$ cat config.mk
export PLATFORM = sky130hd
export DESIGN_NAME = ex_muldiv
export DESIGN_NICKNAME = d
export VERILOG_FILES = /design/src/rtl/muldiv_defs.sv /design/src/rtl/muldiv_divstep.sv /design/src/rtl/ex_muldiv.sv
export SDC_FILE = /design/constraint.sdc
export NUM_CORES = 1
export LEC_CHECK = 0
export ABC_AREA = 1
export BUFFER_PORTS_ARGS = -buffer_cell sky130_fd_sc_hd__clkbuf_2
export CAP_MARGIN = 5
export CORE_MARGIN = 5
export CORE_UTILIZATION = 44
export DETAILED_ROUTE_END_ITERATION = 10
export PLACE_DENSITY_LB_ADDON = 0.3
export SYNTH_ARGS = -nofsm -noshare
export SYNTH_HDL_FRONTEND = slang
export SYNTH_HIERARCHICAL = 1
export SYNTH_SLANG_ARGS = --single-unit
export TNS_END_PERCENT = 50
$ cat constraint.sdc
create_clock -name clk -period 10.2 [get_ports clk]
set_input_delay 0.51 -clock clk [delete_from_list [all_inputs] [get_ports clk]]
set_output_delay 0.51 -clock clk [all_outputs]
set_load 0.01 [all_outputs]
$ cat src/rtl/muldiv_defs.sv
// Shared opcode constants, FSM state type and operand-class helpers
// for the iterative M-extension multiply/divide unit.
package muldiv_defs;

  // Opcode values follow the RV32M funct3 encoding.
  localparam logic [2:0] MD_MUL    = 3'd0;
  localparam logic [2:0] MD_MULH   = 3'd1;
  localparam logic [2:0] MD_MULHSU = 3'd2;
  localparam logic [2:0] MD_MULHU  = 3'd3;
  localparam logic [2:0] MD_DIV    = 3'd4;
  localparam logic [2:0] MD_DIVU   = 3'd5;
  localparam logic [2:0] MD_REM    = 3'd6;
  localparam logic [2:0] MD_REMU   = 3'd7;

  typedef enum logic [1:0] {
    ST_IDLE,
    ST_CALC,
    ST_FIX,
    ST_DONE
  } md_state_e;

  function automatic logic md_is_div(input logic [2:0] op);
    return op[2];
  endfunction

  function automatic logic md_is_rem(input logic [2:0] op);
    return op[2] & op[1];
  endfunction

  // DIV and REM: the only ops that can hit signed overflow.
  function automatic logic md_signed_div(input logic [2:0] op);
    return op[2] & ~op[0];
  endfunction

  function automatic logic md_rs1_signed(input logic [2:0] op);
    return op[2] ? ~op[0] : (op != MD_MULHU);
  endfunction

  function automatic logic md_rs2_signed(input logic [2:0] op);
    return op[2] ? ~op[0] : ((op == MD_MUL) || (op == MD_MULH));
  endfunction

endpackage

$ cat src/rtl/muldiv_divstep.sv
// Combinational restoring-division step retiring DIV_BITS quotient bits,
// most significant first.
module muldiv_divstep #(
  parameter int XLEN     = 32,
  parameter int DIV_BITS = 1
) (
  input  logic [XLEN-1:0]     rem_i,
  input  logic [DIV_BITS-1:0] bits_i,
  input  logic [XLEN-1:0]     divisor_i,
  output logic [XLEN-1:0]     rem_o,
  output logic [DIV_BITS-1:0] quo_o
);

  logic [XLEN-1:0] rem_chain [DIV_BITS+1];

  assign rem_chain[0] = rem_i;

  generate
    for (genvar gi = 0; gi < DIV_BITS; gi++) begin : g_stage
      logic [XLEN:0] shifted;
      logic [XLEN:0] diff;
      logic          ge;
      assign shifted = {rem_chain[gi], bits_i[DIV_BITS-1-gi]};
      assign ge      = shifted >= {1'b0, divisor_i};
      assign diff    = shifted - {1'b0, divisor_i};
      // Remainder stays below the divisor, so either branch fits in XLEN bits.
      assign rem_chain[gi+1]       = ge ? diff[XLEN-1:0] : shifted[XLEN-1:0];
      assign quo_o[DIV_BITS-1-gi]  = ge;
    end
  endgenerate

  assign rem_o = rem_chain[DIV_BITS];

endmodule

$ cat src/rtl/ex_muldiv.sv
// Iterative RV32M multiply/divide unit beside EX: stalls the pipeline while
// computing and returns a one-cycle write-back pulse; flushable at any time.
module ex_muldiv
  import muldiv_defs::*;
#(
  parameter int XLEN     = 32,
  parameter int MUL_BITS = 2,
  parameter int DIV_BITS = 1
) (
  input  logic            clk,
  input  logic            rst,
  input  logic            start_i,
  input  logic [2:0]      op_i,
  input  logic [XLEN-1:0] reg1_i,
  input  logic [XLEN-1:0] reg2_i,
  input  logic [4:0]      wd_i,
  input  logic            flush_i,
  output logic            ready_o,
  output logic            stall_req_o,
  output logic            valid_o,
  output logic [4:0]      wd_o,
  output logic [XLEN-1:0] wdata_o
);

  localparam int MUL_N = XLEN / MUL_BITS;
  localparam int DIV_N = XLEN / DIV_BITS;
  localparam int CW    = $clog2(XLEN) + 1;

  md_state_e         state_reg, state_next;
  logic [2:0]        op_reg, op_next;
  logic [4:0]        wd_reg, wd_next;
  logic              neg1_reg, neg1_next;
  logic              neg2_reg, neg2_next;
  logic [XLEN-1:0]   a_reg, a_next;
  logic [XLEN-1:0]   b_reg, b_next;
  logic [2*XLEN-1:0] prod_reg, prod_next;
  logic [CW-1:0]     cnt_reg, cnt_next;
  logic [4:0]        wd_out_reg, wd_out_next;
  logic [XLEN-1:0]   wdata_reg, wdata_next;

  logic              accept;
  logic              in_neg1, in_neg2;
  logic [XLEN-1:0]   in_abs1, in_abs2;
  logic              div_zero, div_ovf;
  logic [XLEN-1:0]   special_res;

  assign accept  = start_i & (state_reg == ST_IDLE) & ~flush_i;
  assign in_neg1 = md_rs1_signed(op_i) & reg1_i[XLEN-1];
  assign in_neg2 = md_rs2_signed(op_i) & reg2_i[XLEN-1];
  assign in_abs1 = in_neg1 ? -reg1_i : reg1_i;
  assign in_abs2 = in_neg2 ? -reg2_i : reg2_i;

  assign div_zero = md_is_div(op_i) & (reg2_i == '0);
  assign div_ovf  = md_signed_div(op_i) & (reg1_i == {1'b1, {(XLEN-1){1'b0}}}) & (&reg2_i);
  always_comb begin
    special_res = '0;
    if (div_zero)
      special_res = md_is_rem(op_i) ? reg1_i : '1;
    else if (div_ovf)
      special_res = md_is_rem(op_i) ? '0 : reg1_i;
  end

  // Multiply step: add multiplicand x low digit into the high half, shift right.
  logic [MUL_BITS-1:0]      mul_digit;
  logic [XLEN+MUL_BITS-1:0] pp_terms [MUL_BITS];
  logic [XLEN+MUL_BITS-1:0] pp_sum;
  logic [XLEN+MUL_BITS-1:0] hi_sum;
  logic [2*XLEN-1:0]        mul_prod_next;

  assign mul_digit = prod_reg[MUL_BITS-1:0];

  generate
    for (genvar gi = 0; gi < MUL_BITS; gi++) begin : g_pp
      assign pp_terms[gi] = mul_digit[gi] ? ({{MUL_BITS{1'b0}}, a_reg} << gi) : '0;
    end
  endgenerate

  always_comb begin
    pp_sum = '0;
    for (int i = 0; i < MUL_BITS; i++)
      pp_sum = pp_sum + pp_terms[i];
  end

  assign hi_sum        = {{MUL_BITS{1'b0}}, prod_reg[2*XLEN-1:XLEN]} + pp_sum;
  assign mul_prod_next = {hi_sum, prod_reg[XLEN-1:MUL_BITS]};

  // Divide step: high half is the partial remainder, low half shifts dividend out / quotient in.
  logic [XLEN-1:0]     div_rem;
  logic [DIV_BITS-1:0] div_quo;
  logic [2*XLEN-1:0]   div_prod_next;

  muldiv_divstep #(
    .XLEN     (XLEN),
    .DIV_BITS (DIV_BITS)
  ) u_divstep (
    .rem_i     (prod_reg[2*XLEN-1:XLEN]),
    .bits_i    (prod_reg[XLEN-1:XLEN-DIV_BITS]),
    .divisor_i (b_reg),
    .rem_o     (div_rem),
    .quo_o     (div_quo)
  );

  generate
    if (DIV_BITS < XLEN) begin : g_div_shift
      assign div_prod_next = {div_rem, prod_reg[XLEN-DIV_BITS-1:0], div_quo};
    end else begin : g_div_whole
      assign div_prod_next = {div_rem, div_quo};
    end
  endgenerate

  // Sign correction and result selection.
  logic [2*XLEN-1:0] prod_signed;
  logic [XLEN-1:0]   quo_signed, rem_signed, fix_res;
  logic              calc_last;

  assign prod_signed = (neg1_reg ^ neg2_reg) ? -prod_reg : prod_reg;
  assign quo_signed  = (neg1_reg ^ neg2_reg) ? -prod_reg[XLEN-1:0] : prod_reg[XLEN-1:0];
  assign rem_signed  = neg1_reg ? -prod_reg[2*XLEN-1:XLEN] : prod_reg[2*XLEN-1:XLEN];

  always_comb begin
    fix_res = prod_signed[2*XLEN-1:XLEN];
    if (op_reg == MD_MUL)
      fix_res = prod_signed[XLEN-1:0];
    else if (md_is_div(op_reg))
      fix_res = md_is_rem(op_reg) ? rem_signed : quo_signed;
  end

  assign calc_last = md_is_div(op_reg) ? (cnt_reg == CW'(DIV_N - 1))
                                       : (cnt_reg == CW'(MUL_N - 1));

  always_comb begin
    state_next  = state_reg;
    op_next     = op_reg;
    wd_next     = wd_reg;
    neg1_next   = neg1_reg;
    neg2_next   = neg2_reg;
    a_next      = a_reg;
    b_next      = b_reg;
    prod_next   = prod_reg;
    cnt_next    = cnt_reg;
    wd_out_next = wd_out_reg;
    wdata_next  = wdata_reg;
    case (state_reg)
      ST_IDLE: begin
        if (accept) begin
          op_next   = op_i;
          wd_next   = wd_i;
          neg1_next = in_neg1;
          neg2_next = in_neg2;
          a_next    = in_abs1;
          b_next    = in_abs2;
          cnt_next  = '0;
          if (div_zero || div_ovf) begin
            prod_next   = '0;
            wdata_next  = special_res;
            wd_out_next = wd_i;
            state_next  = ST_DONE;
          end else begin
            prod_next  = {{XLEN{1'b0}}, md_is_div(op_i) ? in_abs1 : in_abs2};
            state_next = ST_CALC;
          end
        end
      end
      ST_CALC: begin
        prod_next = md_is_div(op_reg) ? div_prod_next : mul_prod_next;
        if (calc_last) begin
          cnt_next   = '0;
          state_next = ST_FIX;
        end else begin
          cnt_next = cnt_reg + 1'b1;
        end
      end
      ST_FIX: begin
        wdata_next  = fix_res;
        wd_out_next = wd_reg;
        state_next  = ST_DONE;
      end
      default: state_next = ST_IDLE;
    endcase
    if (flush_i)
      state_next = ST_IDLE;
  end

  always_ff @(posedge clk or posedge rst) begin
    if (rst) begin
      state_reg  <= ST_IDLE;
      op_reg     <= '0;
      wd_reg     <= '0;
      neg1_reg   <= 1'b0;
      neg2_reg   <= 1'b0;
      a_reg      <= '0;
      b_reg      <= '0;
      prod_reg   <= '0;
      cnt_reg    <= '0;
      wd_out_reg <= '0;
      wdata_reg  <= '0;
    end else begin
      state_reg  <= state_next;
      op_reg     <= op_next;
      wd_reg     <= wd_next;
      neg1_reg   <= neg1_next;
      neg2_reg   <= neg2_next;
      a_reg      <= a_next;
      b_reg      <= b_next;
      prod_reg   <= prod_next;
      cnt_reg    <= cnt_next;
      wd_out_reg <= wd_out_next;
      wdata_reg  <= wdata_next;
    end
  end

  assign ready_o     = (state_reg == ST_IDLE);
  assign stall_req_o = accept | (state_reg == ST_CALC) | (state_reg == ST_FIX);
  assign valid_o     = (state_reg == ST_DONE) & ~flush_i;
  assign wd_o        = wd_out_reg;
  assign wdata_o     = wdata_reg;

endmodule

==> results of run 1 <==
-- metrics by stage --
stage                     std cells  worst slack, ns  instance area (um^2)
after CTS                      4335             6.07                 22700
after global routing           4335             5.66                 22700
after detailed placement       4304             6.10                 22100
after floorplan                3684             4.72                 21200
after global placement         4304             6.11                 22100
final                          4335             5.94                 22700
-- placed cells by master, fill, tap and decap left out, types with 11 or more instances in the layout --
master,synthesis,routed
inv_2,11,12
o211ai_1,24,24
nand3_1,331,331
a21oi_1,151,151
nand3_2,13,13
clkbuf_2,1,115
ha_1,76,76
nand2_2,11,11
o21ai_0,199,199
nand3b_1,15,15
xnor2_1,12,12
nand4_1,39,39
o22ai_1,21,21
a31oi_1,35,35
nor3_1,33,33
nor2_1,418,417
buf_4,2,20
nor2_2,16,17
dfrtp_1,183,182
xor2_1,72,72
nand2_1,1313,1313
or2_2,12,12
fa_1,33,33
inv_1,469,468
clkbuf_16,0,17
-- logic make-up after synthesis --
| group | Yosys count | share of synthesized area, % |
|---|---|---|
| and+or+nand+nor | 2231 | 44.0 |
| xor gates and xnor gates | 84 | 3.47 |
| buffers and inverters | 615 | 11.4 |
| DFF | 183 | 21.6 |
| adders and majority gates | 109 | 7.60 |
| AOI/OAI and AO/OA | 462 | 11.9 |
-- cell usage after synthesis (39+ instances only) --
cell type	number	area share, %
o21ai_0	199	4.7
ha_1	76	4.5
nand2_1	1313	23
nand4_1	39	1.2
a21oi_1	151	3.6
xor2_1	72	3.0
inv_1	469	8.3
nor2_1	418	7.4
nand3_1	331	7.8
clkbuf_1	76	1.3
dfrtp_1	183	22
-- how the worst min path moves through the flow --
stage | cells after the start | endpoint | start
4_1_cts | 2 | b_reg[27]$_DFFE_PP0P_ | rst
3_3_place_gp | 2 | b_reg[17]$_DFFE_PP0P_ | b_reg[17]$_DFFE_PP0P_
2_1_floorplan | 2 | wd_reg[0]$_DFFE_PP0P_ | wd_reg[0]$_DFFE_PP0P_
5_1_grt | 2 | b_reg[21]$_DFFE_PP0P_ | rst
6_report | 2 | b_reg[27]$_DFFE_PP0P_ | rst
3_5_place_dp | 2 | wdata_o[30]$_DFFE_PP0P_ | wdata_o[30]$_DFFE_PP0P_
-- cell type report --
type / instances / area, um^2
fillers: 5227 / 25000
multi-input cells: 2886 / 14200
flip-flops and latches: 183 / 4580
inverters: 485 / 1830
well taps: 615 / 769
repair buffers: 135 / 726
clock buffers: 17 / 425
clock inverters: 14 / 161
-- power groups by stage --
| stage | clock (mW) | combinational [mW] | sequential [mW] |
|---|---|---|---|
| after global placement | 0 | 6.26 | 1.72 |
| after global routing | 0.713 | 7.16 | 1.77 |
| final | 0.682 | 6.53 | 1.76 |
| after floorplan | 0 | 4.55 | 1.37 |
| after CTS | 0.682 | 6.30 | 1.71 |
| after detailed placement | 0 | 6.26 | 1.72 |
-- per-layer routing --
layer | global-route usage, % | vias up | share of wire [%]
met5 | 0 | - | 0.014
met1 | 45.6 | 11167 | 42
met2 | 49.2 | 1348 | 42
met4 | 14.9 | 2 | 5.6
li1 | - | 11697 | -
met3 | 6.65 | 241 | 10
==> flow_summary.ini, run 1 <==
[clocking]
cts.repair_timing.setup_buffer_count = 0
cts.reportedPaths.clkPinSlew_ns = 0.07
clk-insertion-delay-late_ns = 0.47
post_cts.resized_instances = 0
root_buffer = clkbuf_16
clockBufferDepth = 2
clkSinkCount = 183
ctsHoldBuffers = 0
clock_tree.htree_level_count = 4
tritoncts = yes
cts-buffers-inserted = 17

[setup_path]
slowest_stage = nor2_2
worstSetupPathType = reg -> reg
setup.reg_to_reg.worst_slack_ns = 5.94
path_common_cell = inv_2
crit_required_ns = 10.58
r2r_cells = 13
cp_cell_sequence = inv_1 > ha_1 > inv_1 > nor3_4 > buf_4 > inv_2 > o21ai_4 > inv_2 > nor2_2 > inv_2 > nor2_1 > o21ai_0 > o21ai_0
crit_path_end = prod_reg[58]$_DFFE_PP0P_
wp_data_arrival_ns = 4.64
path_delay_family = buffers and inverters
worst_reg2reg_path_startpoint = state_reg[1]$_DFFE_PP0P_
worstPathMaxFanout = 48
number_of_cells_on_the_critical_path = 13
worst-path-buf-inv = 6
rr_endpoint = prod_reg[58]$_DFFE_PP0P_
kind_of_capture_point_of_the_worst_setup_path = flip-flop
cp-start-kind = flip-flop
timing.critical_path.from = state_reg[1]$_DFFE_PP0P_
critPathMaxStageDelay_ns = 0.70

[floorplan]
initial_utilization_pct = 44.4
boundaryPins = 116
die_area_um2 = 52700
die_x_um = 229
die_height_um = 229
fp.coreArea_um2 = 47700
row_count = 80

[power_and_ir_drop]
power.ir.vdd_worst_uv = 172
power.switching_mw = 5.61
internal_power_mw = 3.37
power_frac_clock_pct = 7.6
power_leakage_nw = 12.6
sw_frac_of_total_pct = 62.5
comb_power_share_pct = 72.8
seq_power_share_pct = 19.6
p_total_mw = 8.98
p_per_area_nw_per_um2 = 395

[global_route]
antenna_found_initial = 1
wire_length_of_the_first_global_routing_pass_mm = 133
overall_routing_resource_usage_pct = 32.8
globalRouteOverflowTotal = 0
via_count_of_the_first_global_routing_pass = 21847
grt_start_max_net_pins = 113

[synthesis]
yosysSeqAreaShare_pct = 21.6
synthDistinctLibCells = 50
postSynth.asyncResetShare_pct = 100
yosys_warnings = 6
syn_inst = 3684
number_of_flops_mapped_to_enable_cells_by_yosys = 0
mappedNetlistNets = 3869
postSynthRegisterBits = 183
postSynthAreaPerCell_um2 = 5.75
synth.cell_area_um2 = 21200
synthFlopType = dfrtp_1

[drt]
tritonroute_pass_1_iters = 8
dr_total_vias = 24455
detail_route.drc_violations = 0
routed_via_density = 5.64
totalWireLength_mm = 89.9
routed_wire_length_per_instance_um = 20.7
initialDrtViolationCount = 3135
drt.antenna.violating_nets = 0

[timing]
tightest_slew_ns = 1.25
timing.final.hold_violations = 0
clock-skew-final_ns = 0.0134
fin_tns_setup_ns = 0
timing.slew.headroom_pct = 16.4
timing.final.crit_period_ns = 4.26
setup_repair_after_global_routing_missed_its_margin = false
setup_viol_count_final = 0
final_max_slew_viol_count = 0
final_min_period_over_clock_period_pct = 41.8
finalHoldWorstSlack_ns = 0.168
maximum_achievable_frequency_mhz = 235

[cells_and_area]
area.growth.synth_to_final_pct = 7.16
share_of_cells_above_drive_strength_1_pct = 6.83
fin_nets = 3893
largest_register_ffs = 64
antennaDiodeCount = 0
final_core_utilization_pct = 47.6

[worst_hold_path]
hp-class = in -> async

[flow_run]
maxCapViolations = 0

[placed_design]
routabilityCongestion = 1.03
place.port_buffers = 115
detailed_place_hpwl_mm = 71.5

[run_status]
status = completed
No activity file was read; power rests on OpenSTA's default activity.
==> run 2, diff against run 1 <==
- ABC_AREA: 1 -> 0
- clock period: 10.2 -> 3.5 ns (I/O delays scaled with it)
==> run 2 against run 1 <==
  * Core utilization increased by 5.0 points
  * Critical path depth grew 2
  * Register-to-register slack worse by 5.9 ns
  * Cell count fell by 32%
  * Fmax grew 23%
  * Power rose by 150%
  * Critical path type unchanged
  * Global-route usage fell by 0.75 points
  * Via count fell by 24%
  * Worst hold slack got worse by 0.14 ns
==> flow_summary.ini, run 2 <==
[floorplan]
row_count = 73
initial_utilization_pct = 44.5
boundaryPins = 116
die_x_um = 211
fp.coreArea_um2 = 39700
die_height_um = 211
die_area_um2 = 44300

[setup_path]
worstPathMaxFanout = 19
rr_endpoint = prod_reg[62]$_DFFE_PP0P_
kind_of_capture_point_of_the_worst_setup_path = flip-flop
slowest_stage = fa_1
r2r_cells = 15
cp_cell_sequence = buf_6 > buf_6 > and2_4 > fa_1 > ha_4 > buf_6 > nand4_1 > nor2_2 > nand3_2 > a21oi_4 > o41ai_2 > buf_4 > o31ai_4 > mux2i_1 > nand2_1
path_common_cell = buf_6
worstSetupPathType = reg -> reg
crit_required_ns = 3.85
worst-path-buf-inv = 4
setup.reg_to_reg.worst_slack_ns = 0.02
number_of_cells_on_the_critical_path = 15
wp_data_arrival_ns = 3.83
timing.critical_path.from = prod_reg[0]$_DFFE_PP0P_
crit_path_end = prod_reg[62]$_DFFE_PP0P_
cp-start-kind = flip-flop
critPathMaxStageDelay_ns = 0.51
path_delay_family = adder cells
worst_reg2reg_path_startpoint = prod_reg[0]$_DFFE_PP0P_

[power_and_ir_drop]
internal_power_mw = 10.8
power.switching_mw = 11.3
p_per_area_nw_per_um2 = 1060
sw_frac_of_total_pct = 51.0
power.ir.vdd_worst_uv = 422
comb_power_share_pct = 73.8
seq_power_share_pct = 17.5
power_leakage_nw = 9.33
power_frac_clock_pct = 8.7
p_total_mw = 22.1

[drt]
initialDrtViolationCount = 1764
routed_wire_length_per_instance_um = 24.5
routed_via_density = 6.24
wl_met1_mm = 31.5
routed.top_layer = met4
met2_length_mm = 32.2
detail_route.drc_violations = 0
totalWireLength_mm = 72.7
dr_total_vias = 18506
tritonroute_pass_1_iters = 6
met3WireLength_mm = 5.78
drt.antenna.violating_nets = 0

[global_route]
overall_routing_resource_usage_pct = 32.1
wire_length_of_the_first_global_routing_pass_mm = 109
antenna_found_initial = 1
via_count_of_the_first_global_routing_pass = 17568
grt_start_max_net_pins = 137
globalRouteOverflowTotal = 0

[cells_and_area]
area.growth.synth_to_final_pct = 18.0
final_common_cell = nand2_1
fin_nets = 2615
share_of_cells_above_drive_strength_1_pct = 19.2
final.fill_count = 3875
mostFrequentLayoutCells = nand2_1 (279), o21ai_0 (187), buf_4 (185)
largest_register_ffs = 64

[clocking]
clock_tree.htree_level_count = 4
cts.reportedPaths.clkPinSlew_ns = 0.07
cts-buffers-inserted = 17
clk-insertion-delay-late_ns = 0.47
clockBufferDepth = 2
root_buffer = clkbuf_16
clkSinkCount = 183
tritoncts = yes

[placed_design]
detailed_place_hpwl_mm = 57.6
preCtsSetupSlack_ns = -0.0948
routabilityCongestion = 1.00
place.port_buffers = 115

[timing]
final_max_slew_viol_count = 0
timing.final.crit_period_ns = 3.48
setup_repair_after_global_routing_missed_its_margin = true
maximum_achievable_frequency_mhz = 287
fin_tns_setup_ns = 0
final_min_period_over_clock_period_pct = 99.4
timing.final.hold_violations = 0
finalHoldWorstSlack_ns = 0.0275
worst_path_setup_slack_after_routing_ns = 0.0203
tightest_slew_ns = 1.12
timing.slew.headroom_pct = 25.4
clock-skew-final_ns = 0.0121
setup_viol_count_final = 0

[synthesis]
synth_top_area_share_pct = 25.9
yosysTopAreaCell = dfrtp_1
synthFlopType = dfrtp_1
syn_inst = 2237
postSynthAreaPerCell_um2 = 7.91
yosys_warnings = 6
mappedNetlistNets = 2422
yosysSeqAreaShare_pct = 25.9
yosys.cell_count.top_type = nand2_1
number_of_flops_mapped_to_enable_cells_by_yosys = 0
synthTopCellsByArea = dfrtp_1 (26%), nand2_1 (5.9%), o21ai_0 (5.5%), ha_1 (5.4%), xnor2_1 (4.6%)
postSynth.asyncResetShare_pct = 100
synth.cell_area_um2 = 17700
synth.cells.most_frequent = nand2_1 (280), o21ai_0 (194), dfrtp_1 (183), nor2_1 (180), a21oi_1 (149)
synthDistinctLibCells = 90
postSynthRegisterBits = 183

[worst_hold_path]
worstHoldPathCells = 3
hp-start = op_i[1]
hp-class = in -> reg

[run_status]
status = completed

[flow_run]
maxCapViolations = 0
[run 2: cell types whose count changed after synthesis, moves of 62 or more]
cell,delta
nand2_1,-1033
inv_1,-399
nand3_1,-290
nor2_1,-238
xnor2_1,+80
and2_1,+62
[run 2: tightest hold or removal path, stage by stage]
cell,delay [ns]
clkbuf_2,0.15
nand2_1,0.08
nand2_1,0.04
[run 2: power by group through the flow]
stage	logic, mW	clock network, mW	registers (mW)
floorplan	9.92	0	3.64
global placement	15.1	0	3.84
detailed placement	15.2	0	3.87
CTS	15.4	1.96	3.84
global route	17.5	2.03	3.96
finish	16.3	1.92	3.87
[run 2: worst min path at each step]
stage / to / slack, ns
2_1_floorplan: state_reg[0]$_DFFE_PP0P_ / 0.24
6_report: op_reg[1]$_DFFE_PP0P_ / 0.03
5_1_grt: op_reg[1]$_DFFE_PP0P_ / 0.02
3_5_place_dp: wd_reg[2]$_DFFE_PP0P_ / 0.40
3_3_place_gp: wd_reg[1]$_DFFE_PP0P_ / 0.39
4_1_cts: op_reg[1]$_DFFE_PP0P_ / 0.007
[run 2: final cells by class]
cell class | count | area, um^2 | share of cell area [%]
multi-input cells | 1834 | 12500 | 60.1
diodes | 1 | 2.50 | 0.0120
well taps | 525 | 657 | 3.15
clock inverters | 7 | 73.8 | 0.354
flip-flops and latches | 183 | 4580 | 22.0
clock buffers | 21 | 470 | 2.25
inverters | 73 | 283 | 1.35
repair buffers | 321 | 2260 | 10.8
[run 2: cells by family (layout without fill, tap and decap cells)]
logic type | Yosys count | count (layout) | synth area share (%)
other | 0 | 1 | 0
flip-flops | 183 | 183 | 25.9
adder cells (fa/ha/maj) | 109 | 109 | 9.11
multiplexers | 95 | 95 | 5.91
AO/OA/AOI/OAI | 654 | 654 | 23.6
buffers and inverters | 220 | 422 | 5.03
XOR/XNOR | 172 | 172 | 8.52
AND/OR/NAND/NOR | 804 | 804 | 21.9
[run 2: what timing repair did]
action                                  4_1_cts  5_1_grt
buffers inserted                              1        4
hold buffers                                  8        0
endpoints found under the setup margin        9       23
resized for setup                            10       50
pin swaps                                     0       30
endpoints found under the hold margin       122        0
[run 2: routing by layer]
| metal | vias to the layer above | track usage [%] |
|---|---|---|
| met5 | - | 0 |
| met4 | 0 | 13.1 |
| met3 | 160 | 5.15 |
| met2 | 952 | 49.4 |
| met1 | 8959 | 45.1 |
| li1 | 8435 | - |
[run 2: stage by stage]
stage / area [um^2] / cells / utilization, %
floorplan: 17700 / 2237 / -
global placement: 19900 / 2923 / 50.1
detailed placement: 19900 / 2923 / 50.1
CTS: 20600 / 2960 / 51.8
global route: 20900 / 2964 / 52.5
finish: 20900 / 2965 / 52.5
